===== src/rtl/mealy_path_driver_if.sv =====
// Target-request handshake between control logic and mealy_path_driver.
`timescale 1ns/1ps
interface mealy_path_driver_if #(
    parameter int ST_W = 3
);
    logic            req_valid_i;
    logic [ST_W-1:0] req_state_i;
    logic            req_ready_o;

    modport master (output req_valid_i, output req_state_i, input req_ready_o);
    modport slave  (input req_valid_i, input req_state_i, output req_ready_o);
endinterface


===== src/rtl/mealy_path_driver.sv =====
// Steers a five-state Mealy FSM to a requested state along the shortest symbol path,
// while checking the FSM's output against an internal model of it.
`timescale 1ns/1ps
module mealy_path_driver #(
    parameter int ST_W     = 3,
    parameter bit CHECK_EN = 1'b1
) (
    input  logic                 clk_i,
    input  logic                 reset_i,
    mealy_path_driver_if.slave   req,
    output logic [1:0]           sym_o,
    input  logic                 fsm_out_i,
    output logic                 done_o,
    output logic [1:0]           hops_o,
    output logic                 bad_req_o,
    output logic                 err_o,
    output logic [ST_W-1:0]      model_state_o
);
    localparam logic [ST_W-1:0] ST0 = ST_W'(0);
    localparam logic [ST_W-1:0] ST1 = ST_W'(1);
    localparam logic [ST_W-1:0] ST2 = ST_W'(2);
    localparam logic [ST_W-1:0] ST3 = ST_W'(3);
    localparam logic [ST_W-1:0] ST4 = ST_W'(4);

    typedef enum logic {IDLE, MOVE} state_t;

    function automatic logic [ST_W-1:0] f_next(input logic [ST_W-1:0] st, input logic [1:0] sym);
        f_next = ST0;
        case (st)
            ST0: case (sym)
                2'b00:   f_next = ST0;
                2'b01:   f_next = ST4;
                2'b10:   f_next = ST1;
                default: f_next = ST2;
            endcase
            ST1: f_next = (sym == 2'b00) ? ST0 : ((sym == 2'b10) ? ST2 : ST1);
            ST2: f_next = sym[1] ? ST3 : ST1;
            ST3: f_next = sym[0] ? ST4 : ST3;
            ST4: f_next = (sym == 2'b11) ? ST4 : ST0;
            default: f_next = ST0;
        endcase
    endfunction

    function automatic logic f_mealy(input logic [ST_W-1:0] st, input logic [1:0] sym);
        f_mealy = 1'b0;
        case (st)
            ST0:     f_mealy = |sym;
            ST2:     f_mealy = sym[1];
            ST3:     f_mealy = 1'b1;
            ST4:     f_mealy = sym[1];
            default: f_mealy = 1'b0;
        endcase
    endfunction

    // st2 has no self-loop, so its hold symbol drifts the model to st1.
    function automatic logic [1:0] f_hold(input logic [ST_W-1:0] st);
        f_hold = 2'b00;
        if (st == ST1) f_hold = 2'b01;
        if (st == ST4) f_hold = 2'b11;
    endfunction

    function automatic logic [1:0] f_hop(input logic [ST_W-1:0] from, input logic [ST_W-1:0] to);
        f_hop = 2'b00;
        case (from)
            ST0: case (to)
                ST1:      f_hop = 2'b10;
                ST2, ST3: f_hop = 2'b11;
                ST4:      f_hop = 2'b01;
                default:  f_hop = 2'b00;
            endcase
            ST1:     f_hop = (to == ST2 || to == ST3) ? 2'b10 : 2'b00;
            ST2:     f_hop = (to == ST3 || to == ST4) ? 2'b10 : 2'b00;
            ST3:     f_hop = 2'b01;
            default: f_hop = 2'b00;
        endcase
    endfunction

    state_t          r_state;
    state_t          w_state_nx;
    logic [ST_W-1:0] r_model;
    logic [ST_W-1:0] r_target;
    logic [1:0]      r_hops;
    logic            r_bad;
    logic            r_err;
    logic [1:0]      w_sym;
    logic            w_done;
    logic            w_accept;
    logic            w_bad;

    always_comb begin
        // NOTE: every output of this block gets a default first so no path infers a latch.
        w_state_nx = r_state;
        w_sym      = f_hold(r_model);
        w_done     = 1'b0;
        w_accept   = 1'b0;
        w_bad      = 1'b0;
        case (r_state)
            IDLE: begin
                if (req.req_valid_i) begin
                    if (req.req_state_i <= ST4) begin
                        w_accept   = 1'b1;
                        w_state_nx = MOVE;
                    end else begin
                        w_bad = 1'b1;
                    end
                end
            end
            MOVE: begin
                if (r_model != r_target) begin
                    w_sym = f_hop(r_model, r_target);
                end else begin
                    w_done     = 1'b1;
                    w_state_nx = IDLE;
                end
            end
            default: w_state_nx = IDLE;
        endcase
    end

    always_ff @(posedge clk_i) begin
        // NOTE: non-blocking assignments so every register samples pre-edge values.
        if (reset_i) begin
            r_state  <= IDLE;
            r_model  <= ST0;
            r_target <= ST0;
            r_hops   <= 2'd0;
            r_bad    <= 1'b0;
            r_err    <= 1'b0;
        end else begin
            r_state <= w_state_nx;
            r_model <= f_next(r_model, w_sym);
            r_bad   <= w_bad;
            if (w_accept) begin
                r_target <= req.req_state_i;
                r_hops   <= 2'd0;
            end else if (r_state == MOVE && !w_done) begin
                r_hops <= r_hops + 2'd1;
            end
            if (CHECK_EN && (fsm_out_i != f_mealy(r_model, w_sym))) begin
                r_err <= 1'b1;
            end
        end
    end

    assign req.req_ready_o = (r_state == IDLE);
    assign sym_o           = w_sym;
    // A reset landing on the arrival cycle abandons the request without a done pulse.
    assign done_o          = w_done & ~reset_i;
    assign hops_o          = r_hops;
    assign bad_req_o       = r_bad;
    assign err_o           = r_err;
    assign model_state_o   = r_model;
endmodule


===== src/flat_wrapper.sv =====
// flat-port wrapper written by rule: the top's interface ports become plain ports
module mealy_path_driver_flat 
#(
    parameter int ST_W     = 3,
    parameter bit CHECK_EN = 1'b1
)
  (clk_i, reset_i, sym_o, fsm_out_i, done_o, hops_o, bad_req_o, err_o, model_state_o, req_req_valid_i, req_req_state_i, req_req_ready_o);
  mealy_path_driver_if #(.ST_W(ST_W)) req_i ();
  input  logic clk_i;
  input  logic reset_i;
  output logic [1:0] sym_o;
  input  logic fsm_out_i;
  output logic done_o;
  output logic [1:0] hops_o;
  output logic bad_req_o;
  output logic err_o;
  output logic [ST_W-1:0] model_state_o;
  input wire logic [$bits(req_i.req_valid_i)-1:0] req_req_valid_i;
  input wire logic [$bits(req_i.req_state_i)-1:0] req_req_state_i;
  output wire logic [$bits(req_i.req_ready_o)-1:0] req_req_ready_o;
  assign req_i.req_valid_i = req_req_valid_i;
  assign req_i.req_state_i = req_req_state_i;
  assign req_req_ready_o = req_i.req_ready_o;
  mealy_path_driver #(.ST_W(ST_W), .CHECK_EN(CHECK_EN)) u_core (.clk_i(clk_i), .reset_i(reset_i), .req(req_i), .sym_o(sym_o), .fsm_out_i(fsm_out_i), .done_o(done_o), .hops_o(hops_o), .bad_req_o(bad_req_o), .err_o(err_o), .model_state_o(model_state_o));
endmodule

===== config.mk =====
export PLATFORM = sky130hd
export DESIGN_NAME = mealy_path_driver_flat
export DESIGN_NICKNAME = d
export VERILOG_FILES = /design/src/rtl/mealy_path_driver_if.sv /design/src/rtl/mealy_path_driver.sv /design/src/flat_wrapper.sv
export SDC_FILE = /design/constraint.sdc
export NUM_CORES = 1
export LEC_CHECK = 0
export ABC_AREA = 1
export BUFFER_PORTS_ARGS = -buffer_cell sky130_fd_sc_hd__clkbuf_2
export CAP_MARGIN = 20
export CORE_MARGIN = 2
export CORE_UTILIZATION = 45
export CTS_BUF_LIST = sky130_fd_sc_hd__clkbuf_8
export DETAILED_ROUTE_END_ITERATION = 12
export GPL_ROUTABILITY_DRIVEN = 0
export PLACE_DENSITY = 0.69
export SYNTH_ARGS = -nofsm -noshare
export SYNTH_HDL_FRONTEND = slang
export SYNTH_SLANG_ARGS = --single-unit

===== constraint.sdc =====
create_clock -name clk_i -period 3.77 [get_ports clk_i]
set_clock_uncertainty 0.1 [all_clocks]
set_input_delay 0.1885 -clock clk_i [delete_from_list [all_inputs] [get_ports clk_i]]
set_output_delay 0.1885 -clock clk_i [all_outputs]
set_load 0.005 [all_outputs]

# Word-level counts from Yosys, hierarchy flattened
# Cells that the tools add are included.
op_classes:
  n_addsub: 1
  n_lt_le_gt_ge: 1
  eq_ne: 13
  muxes: 25
  bitwise: 4
  reduce_logical: 11
ops:
  columns: ["cell", "n"]
  rows:
  - ["case mux 3 bit (5 select lines)", 1]
  - ["2-to-1 mux 2 bit", 7]
  - ["== test 3 x 2 -> 1 bit (second input constant)", 4]
  - ["2-to-1 mux 1 bit", 9]
  - ["2-to-1 mux 3 bit", 3]
  - ["case mux 3 bit (3 select lines)", 1]
  - ["case mux 2 bit (4 select lines)", 1]
  - ["OR reduction 2 bit", 4]
  - ["== test 3 x 1 -> 1 bit (second input constant)", 2]
  - ["== test 3 bit (second input constant)", 2]
  - ["case mux 2 bit (3 select lines)", 1]
  - ["== test 2 bit (second input constant)", 2]
  - ["less-or-equal comparator 3 bit (second input constant)", 1]
  - ["zero test 3 bit", 1]
  - ["inequality test 3 bit", 1]
  - ["inverter 1 bit", 3]
  - ["case mux 1 bit (3 select lines)", 1]
  - ["OR reduction 3 bit", 1]
  - ["adder 2 x 1 -> 2 bit (second input constant)", 1]
  - ["== test 2 x 1 -> 1 bit (second input constant)", 1]
  - ["zero test 2 bit", 1]
  - ["logical OR 1 bit", 2]
  - ["case mux 1 bit (2 select lines)", 1]
  - ["bitwise AND 1 bit", 1]
  - ["other kinds (3)", 3]
totals:
  register_bits: 11
  inputBits: 7
  output_inout_bits: 11
  elab_cells: 61

# Longest topological paths before layout
# Gate-level depths: netlist of run 1.
depth:
  depth_word: 10
  ltp_mapped: 14

# Worst setup path before layout of run 1
# Ideal clock, no wire load.
synth_timing:
  path_kind: "register to register"
  from: "register u_core.r_model[2] (netlist: u_core.model_state_o[2])"
  to: "register u_core.r_err (netlist: u_core.err_o)"
  arrival_time_ns: 1.336
  required_time_ns: 3.559
  setup_slack_ns: 2.222
  stages_incl_launch_ff: 14
  period_less_slack_ns: 1.548
  cell_sequence: "dfxtp_1 -> buf_6 -> nor3_2 -> inv_1 -> nand2_1 -> nand2_1 -> nand2_2 -> nand2_2 -> nand2_2 -> a21oi_2 -> nand3_1 -> nand2_1 -> nor2_1 -> nor2_1"
synth_between:
  elab_cells_between_ends: 16
  classes_between: "6 x eq/ne; 7 x mux; 3 x reduce/logical"
synth_rtl:
  columns: ["item", "line_no", "rtl"]
  rows:
  - ["start, declared", "mealy_path_driver.sv:80", "logic [ST_W-1:0] r_model;"]
  - ["start signal, assigned", "mealy_path_driver.sv:131", "r_model <= f_next(r_model, w_sym);"]
  - ["== test 3 x 2 -> 1 bit (tied with other cells)", "mealy_path_driver.sv:64", "case (from)"]
  - ["case mux 2 bit (4 select lines) / 2-to-1 mux 2 bit (equally long branches)", "mealy_path_driver.sv:64, mealy_path_driver.sv:59", null]
  - ["2-to-1 mux 2 bit", "mealy_path_driver.sv:109", "if (r_model != r_target) begin"]
  - ["2-to-1 mux 2 bit (*)", "mealy_path_driver.sv:97", "case (r_state)"]
  - ["named net sym_o[1]", "flat_wrapper.sv:11", "output logic [1:0] sym_o;"]
  - ["OR reduction 2 bit", "mealy_path_driver.sv:47", "ST0: f_mealy = |sym;"]
  - ["case mux 1 bit (3 select lines) (*)", "mealy_path_driver.sv:46", "case (st)"]
  - ["2-to-1 mux 1 bit (*)", "mealy_path_driver.sv:122", "if (reset_i) begin"]
  - ["inequality test 1 bit (*)", "mealy_path_driver.sv:139", "if (CHECK_EN && (fsm_out_i != f_mealy(r_model, w_sym))) begin"]
  - ["end signal, assigned", "mealy_path_driver.sv:128", "r_err <= 1'b0;"]
  - ["end signal, assigned", "mealy_path_driver.sv:140", "r_err <= 1'b1;"]
  - ["end, declared", "mealy_path_driver.sv:84", "logic r_err;"]
# Mark *: on every way through the listed nets, which the timed path passes. The rest lies on a longest branch. The select of a mux whose other input is x is not followed.
# A chain may end at the register's enable or synchronous reset.

# Worst setup path in the final report of run 1
layout_timing:
  from: "register u_core.r_model[0] (netlist: u_core.model_state_o[0])"
  to: "output sym_o[1]"
layout_between:
  elab_chain_cells: 4
  elab_cells_between_ends: 10
  classes_between: "5 x eq/ne; 4 x mux; 1 x reduce/logical"
layout_rtl:
  columns: ["item", "line_no"]
  rows:
  - ["== test 3 x 2 -> 1 bit (tied with other cells)", "mealy_path_driver.sv:64"]
  - ["case mux 2 bit (4 select lines) / 2-to-1 mux 2 bit (equally long branches)", "mealy_path_driver.sv:64, mealy_path_driver.sv:59"]
  - ["2-to-1 mux 2 bit", "mealy_path_driver.sv:109"]
  - ["2-to-1 mux 2 bit (*)", "mealy_path_driver.sv:97"]
  - ["end, declared", "flat_wrapper.sv:11"]
# Every way passes the cells marked *; elsewhere a longest branch is shown, timed or not.

==> impl_metrics.tcl, run 1 <==
set metrics [dict create \
    synthFlopType "dfxtp_1" \
    ioPinCount 18 \
    numClockSinks 11 \
    clockPowerShare 0.221 \
    seq_area_frac_synth 0.3099 \
    cts-root-buf "clkbuf_8" \
    swShare 0.4375 \
    reg2reg_depth 13 \
    setup_viol 0 \
    cp_cell_sequence "inv_1, nor3_2, inv_1, nand2_1, nand2_1, nand2_2, nand2_2, nand2_2, clkbuf_2" \
    whs_ns 0.07255 \
    use_met1 0.2468 \
    crit_start "u_core.model_state_o[0]$_SDFF_PP0_" \
    cts_buffers 3 \
    r2r_slack_ns 1.97 \
    syn-instance-count 110 \
    path_class "flop to primary output" \
    top_usage_layer "met2" \
    cts_hold_buf 0 \
    yosysMostFrequentCell "nand2_1" \
    start_kind "flop" \
    grt_max_degree 9 \
    syn_to_final_growth_pct 19.54 \
    syn_area_um2 710.7 \
    post_cts_buffers 0 \
    yosys_warnings 0 \
    cp.required_ns 3.48 \
    die_area_mm2 0.001913 \
    pwr-share-seq 0.297 \
    setup_tns_ns 0 \
    portBuffers 17 \
    start_util 0.4773 \
    synth_area_leaders "dfxtp_1, nand2_1, inv_1, nand3_1, nor2_1" \
    min_path_type "input port to flop" \
    dp_hpwl_mm 1.244 \
    critPathTopFamily "simple AND/OR/NAND/NOR gates" \
    avgSynthCellArea_um2 6.461 \
    wl_per_cell_um 11.18 \
    yosysTopAreaCell "dfxtp_1" \
    cpMostUsedCell "nand2_2" \
    clk_pin_slew_ns 0.05 \
    power_density_mw_per_mm2 632.1 \
    num_vias 745 \
    clock_latency_ns 0.24 \
    insertedDiodeCount 0 \
    drc 0 \
    crit_buf_inv 3 \
    drt_pass1_iterations 4 \
    drive_above_1_share 0.2846 \
    reg2reg_from "u_core.model_state_o[0]$_SDFF_PP0_" \
    ys_ff_latch 11 \
    rsz0062_at_grt "no" \
    syn_nets 117 \
    slew_violations 0 \
    holdPathStages 2 \
    p_sw_w 0.0002349 \
    ys_types 22 \
    worstPathArrival_ns 1.65 \
    yosys.area.top_type_share 0.3099 \
    avgViaCountPerCell 5.103 \
    ys_async_sr_fraction 0 \
    period_minus_slack_ns 1.939 \
    min_to "u_core.r_state$_SDFF_PP0_" \
    core_mm2 0.001489 \
    rows 14 \
    cts_tree "done" \
    final_nets 138 \
    power_w 0.0005370 \
    tightestPinTransition_ns 0.3587 \
    grt_util_met2 0.2882 \
    die_h_um 43.74 \
    hold_viol 0 \
    grt_pass1_vias 652 \
    pwr-share-comb 0.482 \
    hp-start "reset_i" \
    totalWireLength_mm 1.633 \
    crit_path_end_kind "primary output" \
    ant_nets 0 \
    grt_use_met3 0.04167 \
    crit_slowest_cell "dfxtp_1" \
    synth_edf_count 0 \
    max_freq_mhz 515.7 \
    slew_headroom 0.7596 \
    drv_cap 0 \
    drt_iter0_drc 30 \
    die_w_um 43.74 \
    power.leakage_nw 0.4519 \
    grt_use_total 0.1916 \
    post_cts_resized 0 \
    cts_buffer_depth 2 \
    internal_power_w 0.0003021 \
    h-tree-depth 1 \
    critPathMaxFanout 5 \
    antenna_found_initial 0 \
    status "finished, final reports clean" \
    grt_pass1_wl_mm 2.677 \
    finalCritPeriodShare 0.5144 \
    overflow 0 \
    r2r-end "u_core.err_o$_SDFFE_PP0P_" \
    max-vdd-ir-drop_mv 0.4034 \
    crit_path_max_incr_delay_ns 0.41 \
    netlist_top_cells_count "nand2_1, inv_1, nor2_1" \
]
[cell usage in the layout, fill, tap and decap left out]
cell	synthesis	routed
a211oi_1	2	2
a21oi_1	5	5
a21oi_2	1	1
a31oi_1	1	1
clkbuf_2	0	17
clkbuf_8	0	3
dfxtp_1	11	11
inv_1	15	16
inv_2	4	4
nand2_1	26	26
nand2_2	4	4
nand2_4	2	2
nand3_1	10	10
nand3_2	1	1
nor2_1	12	12
nor2_2	3	3
nor3_1	1	1
nor3_2	2	2
nor3b_1	2	2
o211ai_1	1	1
o21a_1	1	1
o21ai_0	4	4
xnor2_1	1	1
[worst register-to-register path: stages (launching register included)]
cell	delay (ns)
dfxtp_1	0.41
inv_1	0.13
nor3_2	0.30
inv_1	0.07
nand2_1	0.06
nand2_1	0.06
nand2_2	0.06
nand2_2	0.08
nand2_2	0.11
a21oi_2	0.07
nand3_1	0.08
nand2_1	0.05
nor2_1	0.08
nor2_1	0.04
[layout make-up]
cell class | count | area (um2)
Clock inverter | 1 | 3.754
Inverter | 19 | 71.32
Timing Repair Buffer | 17 | 85.08
Clock buffer | 3 | 41.29
Fill cell | 142 | 639.4
Sequential cell | 11 | 220.2
Multi-Input combinational cell | 79 | 407.9
Tap cell | 16 | 20.02
[metrics by stage]
step / worst slack, ns / utilization / instance area [um2] / cells
finish: 1.831 / 0.5706 / 849.6 / 146
global route: 1.667 / 0.5706 / 849.6 / 146
CTS: 1.847 / 0.5706 / 849.6 / 146
detailed placement: 2.031 / 0.5403 / 804.5 / 142
global placement: 2.050 / 0.5403 / 804.5 / 142
floorplan: 2.222 / - / 710.7 / 110
[registers in the layout, indices dropped and copies added, names as in the netlist]
| signal | flops |
|---|---|
| u_core.err_o | 1 |
| u_core.bad_req_o | 1 |
| u_core.r_target | 3 |
| u_core.model_state_o | 3 |
| u_core.r_state | 1 |
| u_core.hops_o | 2 |
[layer usage]
| layer | vias to the layer above | wire (um) |
|---|---|---|
| li1 | 389 | - |
| met2 | 37 | 745 |
| met3 | 5 | 115 |
| met4 | 0 | 36 |
| met5 | - | 0 |
| met1 | 314 | 736 |
[power by group through the flow]
stage	Sequential, W	Clock (W)	Combinational [W]
floorplan	0.000153	0	0.000202
global placement	0.000161	0	0.000253
detailed placement	0.000162	0	0.000253
CTS	0.000159	0.000121	0.000257
global route	0.000164	0.000124	0.000287
finish	0.000159	0.000119	0.000259
[cell families after synthesis]
kind of cell | share of synthesized area
xor+xnor | 0.01233
flops | 0.3099
simple gates | 0.4348
buf+inv | 0.1162
compound gates | 0.1268
[how the worst max path moves through the flow]
stage	slack (ns)	endpoint	cells past startpoint
floorplan	2.22	u_core.err_o$_SDFFE_PP0P_	13
global placement	2.05	u_core.err_o$_SDFFE_PP0P_	12
detailed placement	2.03	u_core.err_o$_SDFFE_PP0P_	13
CTS	1.85	sym_o[1]	9
global route	1.67	sym_o[1]	9
finish	1.83	sym_o[1]	9
(Power assumes the default switching activity.)
==> inputs of run 2 (changes only) <==
Clock period 3.77 ns to 1.83 ns, I/O delays scaled along.
==> run 2 against run 1 <==
Compared with the run above: worst hold slack lost 0.058 ns; combinational power is 110% higher; cell count grew 2.1%; utilization up 2.9 points; non-clock buffer count increased by 3; worst setup slack got worse by 1.7 ns; first-iteration DRC count fell by 40%; critical path type unchanged; critical endpoint unchanged.
==> impl_metrics.tcl, run 2 (synthesis results as in run 1) <==
set metrics [dict create \
    grt_use_total 0.2050 \
    r2r_slack_ns 0.18 \
    hold_viol 0 \
    portBuffers 17 \
    critPathMaxFanout 5 \
    period_minus_slack_ns 1.651 \
    setup_tns_ns 0 \
    start_kind "flop" \
    cts_buffer_depth 2 \
    drt_pass1_iterations 4 \
    crit_path_end_kind "primary output" \
    totalWireLength_mm 1.661 \
    swShare 0.4344 \
    syn_to_final_growth_pct 25.53 \
    ioPinCount 18 \
    grt_pass1_vias 694 \
    wl_per_cell_um 11.15 \
    start_util 0.4773 \
    hp-start "req_req_state_i[0]" \
    insertedDiodeCount 0 \
    slew_violations 0 \
    pwr-share-comb 0.485 \
    clk_pin_slew_ns 0.05 \
    power.leakage_nw 0.4653 \
    clock_latency_ns 0.24 \
    rows 14 \
    internal_power_w 0.0006446 \
    holdPathStages 3 \
    cts_buffers 3 \
    overflow 0 \
    min_path_type "input port to flop" \
    final_nets 141 \
    dp_hpwl_mm 1.259 \
    max-vdd-ir-drop_mv 0.7569 \
    numClockSinks 11 \
    min_to "u_core.r_target[0]$_SDFFE_PP0P_" \
    status "finished, final reports clean" \
    fin_util 0.5992 \
    power_density_mw_per_mm2 1277 \
    core_mm2 0.001489 \
    drt_iter0_drc 18 \
    post_cts_buffers 0 \
    drive_above_1_share 0.3233 \
    layout_common_cells "nand2_1, clkbuf_2, inv_1" \
    worstPathArrival_ns 1.46 \
    ant_nets 0 \
    cts-root-buf "clkbuf_8" \
    cts_tree "done" \
    r2r-end "u_core.err_o$_SDFFE_PP0P_" \
    cp.required_ns 1.64 \
    drc 0 \
    reg2reg_depth 14 \
    clockPowerShare 0.213 \
    slew_headroom 0.8189 \
    finalCritPeriodShare 0.9023 \
    p_sw_w 0.0004950 \
    grt_pass1_wl_mm 2.898 \
    avgViaCountPerCell 5.188 \
    path_class "flop to primary output" \
    grt_max_degree 9 \
    num_vias 773 \
    tightestPinTransition_ns 0.2689 \
    reg2reg_from "u_core.model_state_o[1]$_SDFF_PP0_" \
    pwr-share-seq 0.302 \
    rsz0062_at_grt "no" \
    die_w_um 43.74 \
    die_h_um 43.74 \
    h-tree-depth 1 \
    antenna_found_initial 0 \
    final_common_cell "nand2_1" \
    setup_viol 0 \
    max_freq_mhz 605.6 \
    die_area_mm2 0.001913 \
    drv_cap 0 \
]
## run 2: per-layer routing
layer | share of wire | global-route usage
met2 | 0.43 | 0.3029
met3 | 0.082 | 0.06250
met4 | 0.013 | 0.09091
met1 | 0.47 | 0.2746
met5 | 0 | 0
## run 2: power groups by stage
stage                     clock (W)  sequential [W]  combinational, W
after global routing       0.000256        0.000352          0.000623
after CTS                  0.000244        0.000330          0.000542
after floorplan                   0        0.000315          0.000416
after detailed placement          0        0.000334          0.000532
final                      0.000243        0.000344          0.000553
after global placement            0        0.000331          0.000526
## run 2: cell type report
type	count	area, um2
Tap cell	16	20.02
Inverter	19	73.82
Clock buffer	3	41.29
Sequential cell	11	229.0
Fill cell	143	596.8
Multi-Input combinational cell	79	414.1
Clock inverter	1	3.754
Timing Repair Buffer	20	110.1
## run 2: what timing repair did
action	in CTS	in global routing
hold endpoints to repair	3	0
endpoints found under the setup margin	0	4
hold buffers	1	0
gates resized for setup	0	8
## run 2: worst max-delay path, cell delays in order (launching register included)
cell and delay, ns:
dfxtp_1 0.30, inv_1 0.12, nand2_1 0.11, nor2_1 0.13, nand2_1 0.06, nand2_1 0.07
nand2_1 0.06, nand2_2 0.06, nand2_2 0.07, nand2_2 0.11, clkbuf_2 0.13
## run 2: through the flow
stage,hold WS (ns),instance area (um2),setup WS (ns),instances,power (W)
final,0.01491,892.1,0.1788,149,0.001140
after global routing,0.04341,892.1,0.0006510,149,0.001230
after floorplan,0.06057,710.7,0.2824,110,0.0007303
after detailed placement,0.2342,819.5,0.07150,144,0.0008659
after global placement,0.2274,819.5,0.1047,144,0.0008570
after CTS,0.01434,874.6,0.04408,149,0.001116
## run 2: how the worst max path moves through the flow
stage,from,to,slack (ns)
detailed placement,u_core.model_state_o[2]$_SDFF_PP0_,u_core.err_o$_SDFFE_PP0P_,0.07
floorplan,u_core.model_state_o[2]$_SDFF_PP0_,u_core.err_o$_SDFFE_PP0P_,0.28
CTS,u_core.model_state_o[2]$_SDFF_PP0_,u_core.err_o$_SDFFE_PP0P_,0.04
finish,u_core.r_target[1]$_SDFFE_PP0P_,sym_o[1],0.18
global route,u_core.model_state_o[0]$_SDFF_PP0_,u_core.err_o$_SDFFE_PP0P_,0.0007
global placement,u_core.model_state_o[2]$_SDFF_PP0_,u_core.err_o$_SDFFE_PP0P_,0.10
==> inputs of run 3 (changes only) <==
Settings changed: GPL_TIMING_DRIVEN from default to 0.
==> run 3 against run 2 <==
Compared with the run above: worst hold slack worse by 0.0074 ns; utilization up 1.3 points; fmax decreased by 2.6%; design area is 2.1% higher; clock-buffer cell count is the same; worst setup slack got worse by 0.045 ns; total power is 4.5% higher; combinational power increased by 12%; via count fell by 2.5%; critical endpoint unchanged.
==> impl_metrics.tcl, run 3 (synthesis results as in run 1) <==
set metrics [dict create \
    grt_use_met3 0.02500 \
    grt_use_total 0.1937 \
    period_minus_slack_ns 1.696 \
    cts_buffers 3 \
    slew_violations 0 \
    cpMostUsedCell "nand2_2" \
    antenna_found_initial 0 \
    drc 0 \
    insertedDiodeCount 0 \
    crit_buf_inv 3 \
    crit_slowest_cell "dfxtp_2" \
    overflow 0 \
    ioPinCount 18 \
    clock_latency_ns 0.24 \
    clk_pin_slew_ns 0.05 \
    syn_to_final_growth_pct 28.17 \
    core_mm2 0.001489 \
    drt_iter0_drc 27 \
    grt_util_met2 0.3118 \
    critPathTopFamily "simple AND/OR/NAND/NOR gates" \
    crit_path_max_incr_delay_ns 0.32 \
    setup_tns_ns 0 \
    cts-root-buf "clkbuf_8" \
    cts_tree "done" \
    worstPathArrival_ns 1.50 \
    cp.required_ns 1.64 \
    power_density_mw_per_mm2 1307 \
    max_freq_mhz 589.6 \
    top_usage_layer "met2" \
    finalCritPeriodShare 0.9267 \
    die_h_um 43.74 \
    start_kind "flop" \
    rsz0062_at_grt "no" \
    dp_hpwl_mm 1.217 \
    post-route-cell-area_um2 910.9 \
    post_dp_cell_area_um2 815.8 \
    grt_max_degree 9 \
    grt_pass1_vias 670 \
    crit_path_end_kind "primary output" \
    power.leakage_nw 0.4685 \
    portBuffers 17 \
    cp_cell_sequence "buf_6, nor3_4, inv_1, nand2_1, nand2_1, nand2_2, nand2_2, nand2_2, clkbuf_2" \
    tightestPinTransition_ns 0.2419 \
    start_util 0.4773 \
    grt_pass1_wl_mm 2.746 \
    status "finished, final reports clean" \
    wl_per_cell_um 10.61 \
    critPathMaxFanout 7 \
    holdPathStages 3 \
    num_vias 754 \
    final_nets 141 \
    drv_cap 0 \
    numClockSinks 11 \
    ant_nets 0 \
    reg2reg_depth 11 \
    die_area_mm2 0.001913 \
    cts_buffer_depth 2 \
    rows 14 \
    die_w_um 43.74 \
    setup_viol 0 \
    totalWireLength_mm 1.581 \
    whs_ns 0.007548 \
    hold_viol 0 \
    use_met1 0.2481 \
    max-vdd-ir-drop_mv 0.7923 \
    min_path_type "input port to flop" \
    crit_cells 9 \
    slew_headroom 0.8370 \
    avgViaCountPerCell 5.060 \
    drive_above_1_share 0.3459 \
    h-tree-depth 1 \
    power_w 0.001191 \
    final_common_cell "nand2_1" \
    layout_common_cells "nand2_1, clkbuf_2, inv_1" \
    drt_pass1_iterations 4 \
    path_class "flop to primary output" \
]
==> run 3: area by class of cell <==
cell class                 instances  area [um2]
timing repair buffer              19       102.6
buffer                             1       11.26
clock buffer                       3       41.29
multi-input combinational         79       435.4
tap                               16       20.02
clock inverter                     1       5.005
sequential                        11       224.0
inverter                          19       71.32
fill                             140       578.1
==> run 3: power by group <==
part	internal (W)	switching, W
clock network	0.000150	0.000101
logic	0.000249	0.000368
registers	0.000282	0.0000399
total	0.000682	0.000509
==> run 3: timing repair <==
| item | 4_1_cts | 5_1_grt |
|---|---|---|
| hold buffers | 1 | 0 |
| buffers inserted | 0 | 1 |
| resized for setup | 0 | 9 |
| endpoints found under the setup margin | 0 | 4 |
| hold endpoints to repair | 3 | 0 |
==> run 3: worst min-delay path, cell delays in order <==
cell,delay (ns)
clkbuf_2,0.08
nand2_1,0.09
nor2_1,0.05
==> run 3: metal layers <==
layer | wire length, um | part of all wire
met4 | 39 | 0.025
met1 | 708 | 0.45
met3 | 121 | 0.077
met2 | 712 | 0.45
met5 | 0 | 0
==> run 3: path summary, 6_finish.rpt <==
path | start | to | slack, ns
hold reg to reg | u_core.hops_o[0]$_SDFFE_PP0P_ | u_core.hops_o[0]$_SDFFE_PP0P_ | 0.41
setup / recovery | u_core.model_state_o[2]$_SDFF_PP0_ | sym_o[1] | 0.13
hold / removal | req_req_valid_i | u_core.bad_req_o$_SDFF_PP0_ | 0.008
setup reg to reg | u_core.model_state_o[2]$_SDFF_PP0_ | u_core.err_o$_SDFFE_PP0P_ | 0.16
==> run 3: per-stage QoR <==
step                      std cells  worst slack (ns)  utilization
after floorplan                 110            0.2824            -
after global placement          143            0.1488       0.5479
after detailed placement        143            0.1162       0.5479
after CTS                       148           0.06204       0.5857
after global routing            149          0.004744       0.6118
final                           149            0.1341       0.6118
